===== config.mk =====
export PLATFORM = sky130hd
export DESIGN_NAME = clock_divider_prog
export DESIGN_NICKNAME = d
export VERILOG_FILES = /design/src/rtl/clock_divider_prog.sv
export SDC_FILE = /design/constraint.sdc
export NUM_CORES = 1
export LEC_CHECK = 0
export CAP_MARGIN = 15
export CORE_ASPECT_RATIO = 1.75
export CORE_MARGIN = 2
export CORE_UTILIZATION = 56
export DETAILED_ROUTE_END_ITERATION = 10
export PLACE_DENSITY = 0.8
export SYNTH_ARGS = -nofsm -noshare
export SYNTH_HDL_FRONTEND = slang
export SYNTH_SLANG_ARGS = --single-unit

===== constraint.sdc =====
create_clock -name clk -period 4.9 [get_ports clk]
set_input_delay 1.225 -clock clk [delete_from_list [all_inputs] [get_ports clk]]
set_output_delay 1.225 -clock clk [all_outputs]
set_load 0.1 [all_outputs]

===== src/rtl/clock_divider_prog.sv =====
// Runtime-programmable clock-enable generator: divides clk by a loadable ratio and
// produces a tick strobe, a near-50% divided clock, the live count, and one-shot support.
module clock_divider_prog #(
  parameter int WIDTH       = 16,
  parameter int DEFAULT_DIV = 50000
) (
  input  logic             clk,
  input  logic             reset,
  input  logic             enable,
  input  logic [WIDTH-1:0] div_value,
  input  logic             div_load,
  input  logic             mode,
  input  logic             start,
  output logic             tick,
  output logic             div_clk,
  output logic [WIDTH-1:0] data_clk,
  output logic             busy,
  output logic             load_ack
);

  localparam logic [WIDTH-1:0] MIN_DIV     = WIDTH'(2);
  localparam logic [WIDTH-1:0] DEF_RAW     = WIDTH'(DEFAULT_DIV);
  localparam logic [WIDTH-1:0] DEF_CLAMPED = (DEF_RAW < MIN_DIV) ? MIN_DIV : DEF_RAW;

  function automatic logic [WIDTH-1:0] clamp_div(input logic [WIDTH-1:0] v);
    return (v < MIN_DIV) ? MIN_DIV : v;
  endfunction

  logic [WIDTH-1:0] count_q, count_d;
  logic [WIDTH-1:0] active_div_q, active_div_d;
  logic [WIDTH-1:0] pending_div_q, pending_div_d;
  logic             pending_valid_q, pending_valid_d;
  logic             mode_q, mode_d;
  logic             busy_q, busy_d;
  logic             tick_q, tick_d;
  logic             div_clk_q, div_clk_d;
  logic             load_ack_q, load_ack_d;

  logic             running;
  logic             count_en;
  logic             wrap;
  logic             apply;

  assign running  = ~mode_q | busy_q;
  assign count_en = running & enable;
  assign wrap     = count_en & (count_q == (active_div_q - WIDTH'(1)));
  // Pending ratio goes live at a period boundary, or right away when nothing is counting.
  assign apply    = pending_valid_q & (wrap | (~running & enable));

  always_comb begin
    count_d         = count_q;
    active_div_d    = active_div_q;
    pending_div_d   = pending_div_q;
    pending_valid_d = pending_valid_q;
    mode_d          = mode_q;
    busy_d          = busy_q;
    div_clk_d       = div_clk_q;
    tick_d          = wrap;
    load_ack_d      = apply;

    if (count_en) begin
      count_d   = wrap ? '0 : count_q + WIDTH'(1);
      div_clk_d = (count_q < (active_div_q >> 1));
    end

    if (apply) begin
      active_div_d    = pending_div_q;
      pending_valid_d = 1'b0;
    end
    // A capture on the same edge as an apply is kept for the following boundary.
    if (div_load) begin
      pending_div_d   = clamp_div(div_value);
      pending_valid_d = 1'b1;
    end

    if (wrap || (mode_q && !busy_q)) begin
      mode_d = mode;
    end

    if (busy_q && wrap) begin
      busy_d = 1'b0;
    end else if (!busy_q && mode_q && start) begin
      busy_d = 1'b1;
    end
  end

  always_ff @(posedge clk) begin
    if (reset) begin
      count_q         <= '0;
      active_div_q    <= DEF_CLAMPED;
      pending_div_q   <= DEF_CLAMPED;
      pending_valid_q <= 1'b0;
      mode_q          <= mode;
      busy_q          <= 1'b0;
      tick_q          <= 1'b0;
      div_clk_q       <= 1'b0;
      load_ack_q      <= 1'b0;
    end else begin
      count_q         <= count_d;
      active_div_q    <= active_div_d;
      pending_div_q   <= pending_div_d;
      pending_valid_q <= pending_valid_d;
      mode_q          <= mode_d;
      busy_q          <= busy_d;
      tick_q          <= tick_d;
      div_clk_q       <= div_clk_d;
      load_ack_q      <= load_ack_d;
    end
  end

  assign tick     = tick_q;
  assign div_clk  = div_clk_q;
  assign data_clk = count_q;
  assign busy     = busy_q;
  assign load_ack = load_ack_q;

endmodule


==> run summary, run 1 <==
Final Skew - 0.00798 ns
Endpoint of the worst-slack reg-to-reg timing path - mode_q
Num ports - 42
Cell taking the most area after synthesis - sky130_fd_sc_hd__dfxtp_1
Clock root buffer - sky130_fd_sc_hd__clkbuf_8
Post-layout min period - 4.02 ns
Clock Tree Buf Depth - 2
Placeable Area - 6130 um^2
DRC violation count after routing - 0
Vias in the first global route - 3144
Critical Path Start - enable
Total count of max-transition violations in the final report - 0
Dominant synthesized flop cell - sky130_fd_sc_hd__dfxtp_1
Fin Setup TNS - 0 ns
Die height - 109 um
Pre-CTS WS - 0.539 ns
Data required, critical path - 4.96 ns
CP startpoint kind - input port
Sequential Power Share - 0.540
Proportion of register bits with asynchronous set or reset after synthesis - 0
Overall global routing resource usage - 0.259
Areal power density over the cells - 221 nW/um^2
Post-layout worst setup margin - 0.876 ns
Last element of the critical path - mode_q
Biggest fanout along the worst timing path - 26
Most common cell in the synthesized netlist - sky130_fd_sc_hd__dfxtp_1
Number of DRC markers after the initial detailed-route iteration - 136
Leakage power summed over all cells - 1.54 nW
Initial antenna violation count - 0
Largest cells by area after synthesis - sky130_fd_sc_hd__dfxtp_1 (30%), sky130_fd_sc_hd__nor3_1 (6.2%), sky130_fd_sc_hd__ha_1 (5.7%), sky130_fd_sc_hd__mux2i_1 (4.5%), sky130_fd_sc_hd__xnor2_1 (4.5%)
Flop and latch count out of synthesis - 54
Pin slew with the least headroom to its limit - 1.10 ns
Worst reg2reg path startpoint - active_div_q[0]
Port Buffers - 41
Reg2reg path depth - 10
Routed via count - 3296
Synth Warn # - 0
Final period utilization - 0.821
Insertion delay to the later sink of the worst-skew pair - 0.32 ns
Global placement routability congestion - 0.941
Fraction of layout cells with a size suffix above 1 - 0.0438
Setup-failing EPs final - 0
Maximum number of pins on one net before global-route repair - 54
Initial Util - 0.575
Worst Hold Path Cells - 2
Share of the synthesized area in the top cell type - 0.301
Layout Area Growth over Synthesis - 13.5%
Number of iterations in the first detailed-routing pass - 4
Switch share - 0.302
Hold-fix buffer count after cts - 0
Post-CTS sizing - 0
Clk pwr share - 0.301
X dimension of the die - 64.0 um
Inserted Diodes - 0
Final count of hold timing violations - 0
Nets in the synthesized netlist - 475
Standard-cell rows - 38
Worst Path Arrival - 4.08 ns
Worst max-slew margin expressed relative to the limit - 0.268
Run status - completed
Number of distinct library cells after synthesis - 55
Post-synth EDFFs - 1
Num Clock Sinks - 54
Cell area after synthesis - 3520 um^2
RSZ-0062 raised after global routing - false
Total number of H-tree levels - 2
Maximum vdd drop - 248 uV
Commonest cells in the netlist - sky130_fd_sc_hd__dfxtp_1 (53), sky130_fd_sc_hd__nor3_1 (44), sky130_fd_sc_hd__nand2_1 (36)
Wirelength per Cell - 16.1 um
Buffer count from post-CTS setup fixing - 0
Overall die area - 6970 um^2
Internal reg-to-reg setup slack - 0.91 ns
Internal power consumption - 0.618 mW
Utilization after layout - 0.652
Post-Syn Instances - 437
Fin nets - 494
Residual overflow from global routing - 0
DP Wirelength - 6350 um
Sequential share of the synthesized area - 0.310
Maximum frequency from static timing analysis - 248 MHz
Clock-pin transition on the worst setup and hold timing paths - 0.10 ns
Total Routed Length - 8640 um
Class of the tightest hold or removal check - register to register
ANT nets after route - 0
Worst Path Class, Setup - input port to register
Wire length of the first global-routing pass - 14500 um
Combinational fraction of design power - 0.160
TritonCTS Buffers - 5
Sort of element at the end of the critical path - register
Clock tree from TritonCTS - yes
Switching power summed over all nets - 0.267 mW
Max Cap Viol - 0
Synth Area per Inst - 8.07 um^2
Vias per cell - 6.14
cells by family after synthesis:
| logic type | Yosys count | share of synthesized area |
|---|---|---|
| compound gates | 82 | 0.167 |
| xor+xnor | 33 | 0.0820 |
| fa+ha+maj | 16 | 0.0568 |
| buf+inv | 57 | 0.0682 |
| flops | 54 | 0.310 |
| mux | 17 | 0.0486 |
| simple gates | 178 | 0.268 |
per-stage QoR:
step	hold slack [ns]	power, mW	instances	cell area (um^2)
after floorplan	0.432	0.582	437	3520
after global placement	0.441	0.624	529	3910
after detailed placement	0.451	0.628	529	3910
after CTS	0.473	0.890	537	4000
after global routing	0.502	0.920	537	4000
final	0.470	0.885	537	4000
routing by layer:
layer / wire length [um] / GRT usage / vias up / part of all wire
met5: 0 / 0 / - / 0
met4: 333 / 0.126 / 0 / 0.039
met3: 216 / 0.0351 / 25 / 0.025
met2: 4610 / 0.472 / 75 / 0.53
met1: 3480 / 0.291 / 1564 / 0.40
li1: - / - / 1632 / -
cell type report:
| type | count | area, um^2 |
|---|---|---|
| Sequential cell | 54 | 1090 |
| Multi-Input combinational cell | 326 | 2190 |
| Inverter | 24 | 90.1 |
| Timing Repair Buffer | 45 | 435 |
| Clock inverter | 2 | 17.5 |
| Clock buffer | 6 | 72.6 |
| Fill cell | 538 | 2130 |
| Tap cell | 80 | 100 |
power groups by stage:
stage	sequential, mW	combinational (mW)	clock (mW)
after CTS	0.477	0.141	0.271
after global placement	0.487	0.137	0
after detailed placement	0.488	0.140	0
after floorplan	0.500	0.0819	0
after global routing	0.480	0.154	0.286
final	0.478	0.141	0.266
worst min path at each step:
stage / from / end / slack [ns]
after floorplan: pending_div_q[0] / pending_div_q[0] / 0.43
after global placement: pending_div_q[0] / pending_div_q[0] / 0.44
after detailed placement: pending_div_q[8] / pending_div_q[8] / 0.45
after CTS: pending_div_q[0] / pending_div_q[0] / 0.47
after global routing: pending_div_q[0] / pending_div_q[0] / 0.50
final: pending_div_q[0] / pending_div_q[0] / 0.47
flip-flops by register name, summed over array words and instances, names as in the netlist:
name             flops
active_div_q        16
load_ack             1
tick                 1
pending_div_q       16
mode_q               1
div_clk              1
busy                 1
data_clk            16
pending_valid_q      1
critical path, cell delays in order:
cell                              delay, ns
sky130_fd_sc_hd__clkdlybuf4s50_1       0.50
sky130_fd_sc_hd__inv_1                 0.07
sky130_fd_sc_hd__nor4_1                0.37
sky130_fd_sc_hd__o2111ai_1             0.21
sky130_fd_sc_hd__or3b_1                0.43
sky130_fd_sc_hd__or4b_1                0.68
sky130_fd_sc_hd__nor2_8                0.41
sky130_fd_sc_hd__or3_1                 0.18
cell usage in the layout (no fill, tap or decap), types with 7 or more instances in the layout:
cell and instances:
sky130_fd_sc_hd__dfxtp_1 53, sky130_fd_sc_hd__nor3_1 44, sky130_fd_sc_hd__clkdlybuf4s50_1 40, sky130_fd_sc_hd__nand2_1 36, sky130_fd_sc_hd__a21oi_1 25, sky130_fd_sc_hd__inv_1 24
sky130_fd_sc_hd__nor2_1 21, sky130_fd_sc_hd__nand3_1 19, sky130_fd_sc_hd__xnor2_1 18, sky130_fd_sc_hd__mux2i_1 16, sky130_fd_sc_hd__and3_1 16, sky130_fd_sc_hd__ha_1 16
sky130_fd_sc_hd__xor2_1 15, sky130_fd_sc_hd__nor4_1 10, sky130_fd_sc_hd__o21ai_0 7
Note: power is estimated with default switching activity, not from simulation.
==> run 2: changes to the inputs <==
- clock period: 4.9 -> 4.15 ns (I/O delays scaled with it)
==> run 2 against run 1 <==
Against the previous run:
- non-clock buffer count grew 2
- first-iteration DRC count grew 21%
- sequential cell count is the same
- clock-buffer cell count is the same
- global-route usage grew 0.51 points
- design area grew 0.94%
- die area is the same
- critical path depth grew 2
- sequential power grew 18%
- critical path type is now register to register
==> run summary, run 2 (same netlist as run 1, synthesis figures left out) <==
Initial Util - 0.575
Placeable Area - 6130 um^2
Post-route standard cell area excluding fillers - 4040 um^2
Clock-pin transition on the worst setup and hold timing paths - 0.10 ns
Leakage power summed over all cells - 1.56 nW
DP Wirelength - 6300 um
Worst hold start - pending_div_q[0]
Biggest fanout along the worst timing path - 14
Final period utilization - 0.882
Critical path buffers and inverters - 2
Non-filler instance count after layout - 538
Num ports - 42
Total instance count after detailed placement - 531
Final Hold Slack - 0.473 ns
Post-layout min period - 3.66 ns
Maximum number of pins on one net before global-route repair - 53
Die height - 109 um
Sort of element at the end of the critical path - register
Total count of max-transition violations in the final report - 0
Number of DRC markers after the initial detailed-route iteration - 164
Run status - completed
Hold-fix buffer count after cts - 0
Initial antenna violation count - 0
CP startpoint kind - register
Num Clock Sinks - 54
Port Buffers - 41
Commonest cells after routing, fill and taps aside - sky130_fd_sc_hd__dfxtp_1 (53), sky130_fd_sc_hd__nor3_1 (44), sky130_fd_sc_hd__clkdlybuf4s50_1 (40)
Total number of H-tree levels - 2
Overall die area - 6970 um^2
Most common cell after layout, fill and taps aside - sky130_fd_sc_hd__dfxtp_1
Maximum vdd drop - 281 uV
List of cells traversed by the critical path - inv_1 > ha_1 > or4b_1 > o41ai_2 > o2111ai_1 > or3b_1 > or4b_1 > nor2_8 > buf_4 > nor3_1
Worst Path Class, Setup - register to register
Standard cell with the maximum stage delay on the critical path - sky130_fd_sc_hd__or4b_1
RSZ-0062 raised after global routing - false
X dimension of the die - 64.0 um
Residual overflow from global routing - 0
Wire length of the first global-routing pass - 14600 um
Routed via count - 3239
Layout Area Growth over Synthesis - 14.6%
Standard-cell rows - 38
Clock root buffer - sky130_fd_sc_hd__clkbuf_8
ANT nets after route - 0
Worst Path Arrival - 3.85 ns
Category of cells accounting for the largest share of critical-path delay - simple AND/OR/NAND/NOR gates
Final count of hold timing violations - 0
Final Skew - 0.00978 ns
Clock Tree Buf Depth - 2
Global placement routability congestion - 0.910
Areal power density over the cells - 272 nW/um^2
Fraction of layout cells with a size suffix above 1 - 0.0480
Utilization after layout - 0.658
TritonCTS Buffers - 5
Buffer count from post-CTS setup fixing - 0
Layout fillers - 521
Data required, critical path - 4.34 ns
DRC violation count after routing - 0
Overall global routing resource usage - 0.264
Inserted Diodes - 0
Max Cap Viol - 0
Longest individual stage delay on the worst path - 0.61 ns
Post-CTS sizing - 0
Design Power - 1.10 mW
Area after DPL - 3930 um^2
Class of the tightest hold or removal check - register to register
Critical Path Start - active_div_q[0]
Fin nets - 496
Worst reg2reg path startpoint - active_div_q[0]
Number of iterations in the first detailed-routing pass - 4
Total Routed Length - 8500 um
Wirelength per Cell - 15.8 um
Insertion delay to the later sink of the worst-skew pair - 0.32 ns
Worst max-slew margin expressed relative to the limit - 0.284
Setup-failing EPs final - 0
Fin Setup TNS - 0 ns
Critical Path Most Common Cell - sky130_fd_sc_hd__or4b_1
Vias per cell - 6.02
Post-layout worst setup margin - 0.491 ns
Clock tree from TritonCTS - yes
Maximum frequency from static timing analysis - 273 MHz
Pre-CTS WS - 0.241 ns
Pin slew with the least headroom to its limit - 1.07 ns
Vias in the first global route - 3095
-- run 2: cell count changes in the layout (fill, tap and decap cells not counted) --
cell | before | now
sky130_fd_sc_hd__buf_4 | 4 | 6
sky130_fd_sc_hd__inv_6 | 2 | 0
sky130_fd_sc_hd__bufinv_16 | 0 | 1
sky130_fd_sc_hd__clkbuf_1 | 1 | 0
sky130_fd_sc_hd__clkbuf_8 | 5 | 6
-- run 2: metal layers --
layer	global-route usage	part of all wire	vias to the layer above
met2	0.477	0.53	65
met4	0.129	0.036	0
met3	0.0310	0.025	15
met1	0.304	0.40	1525
li1	-	-	1634
met5	0	0	-
-- run 2: layout make-up --
class                   count  area [um^2]  area share
inverters                  24         90.1      0.0223
clock buffers               6         82.6      0.0205
repair buffers             47          450       0.112
multi-input cells         326         2190       0.543
well taps                  80          100      0.0248
flip-flops and latches     54         1090       0.270
clock inverters             1         30.0     0.00744
-- run 2: final timing paths --
path                            to  slack (ns)  cells past startpoint
setup / recovery       data_clk[7]        0.49                     10
hold / removal    pending_div_q[0]        0.47                      2
setup reg to reg       data_clk[7]        0.49                     10
hold reg to reg   pending_div_q[0]        0.47                      2
-- run 2: report_power, final --
part	leakage (nW)	switching, mW	internal [mW]
Combinational	1.06	0.0990	0.0660
Clock	0.0573	0.177	0.193
Sequential	0.442	0.0250	0.540
-- run 2: tightest hold or removal path, cell delays in order (launching register included) --
cell	delay [ns]
sky130_fd_sc_hd__dfxtp_1	0.32
sky130_fd_sc_hd__nand2_1	0.05
sky130_fd_sc_hd__a21oi_1	0.06
==> run 3: changes to the inputs <==
- TNS_END_PERCENT: not set -> 100
==> results of run 3 <==
Same layout as run 2: the final DEF is identical, and so are final timing and power.
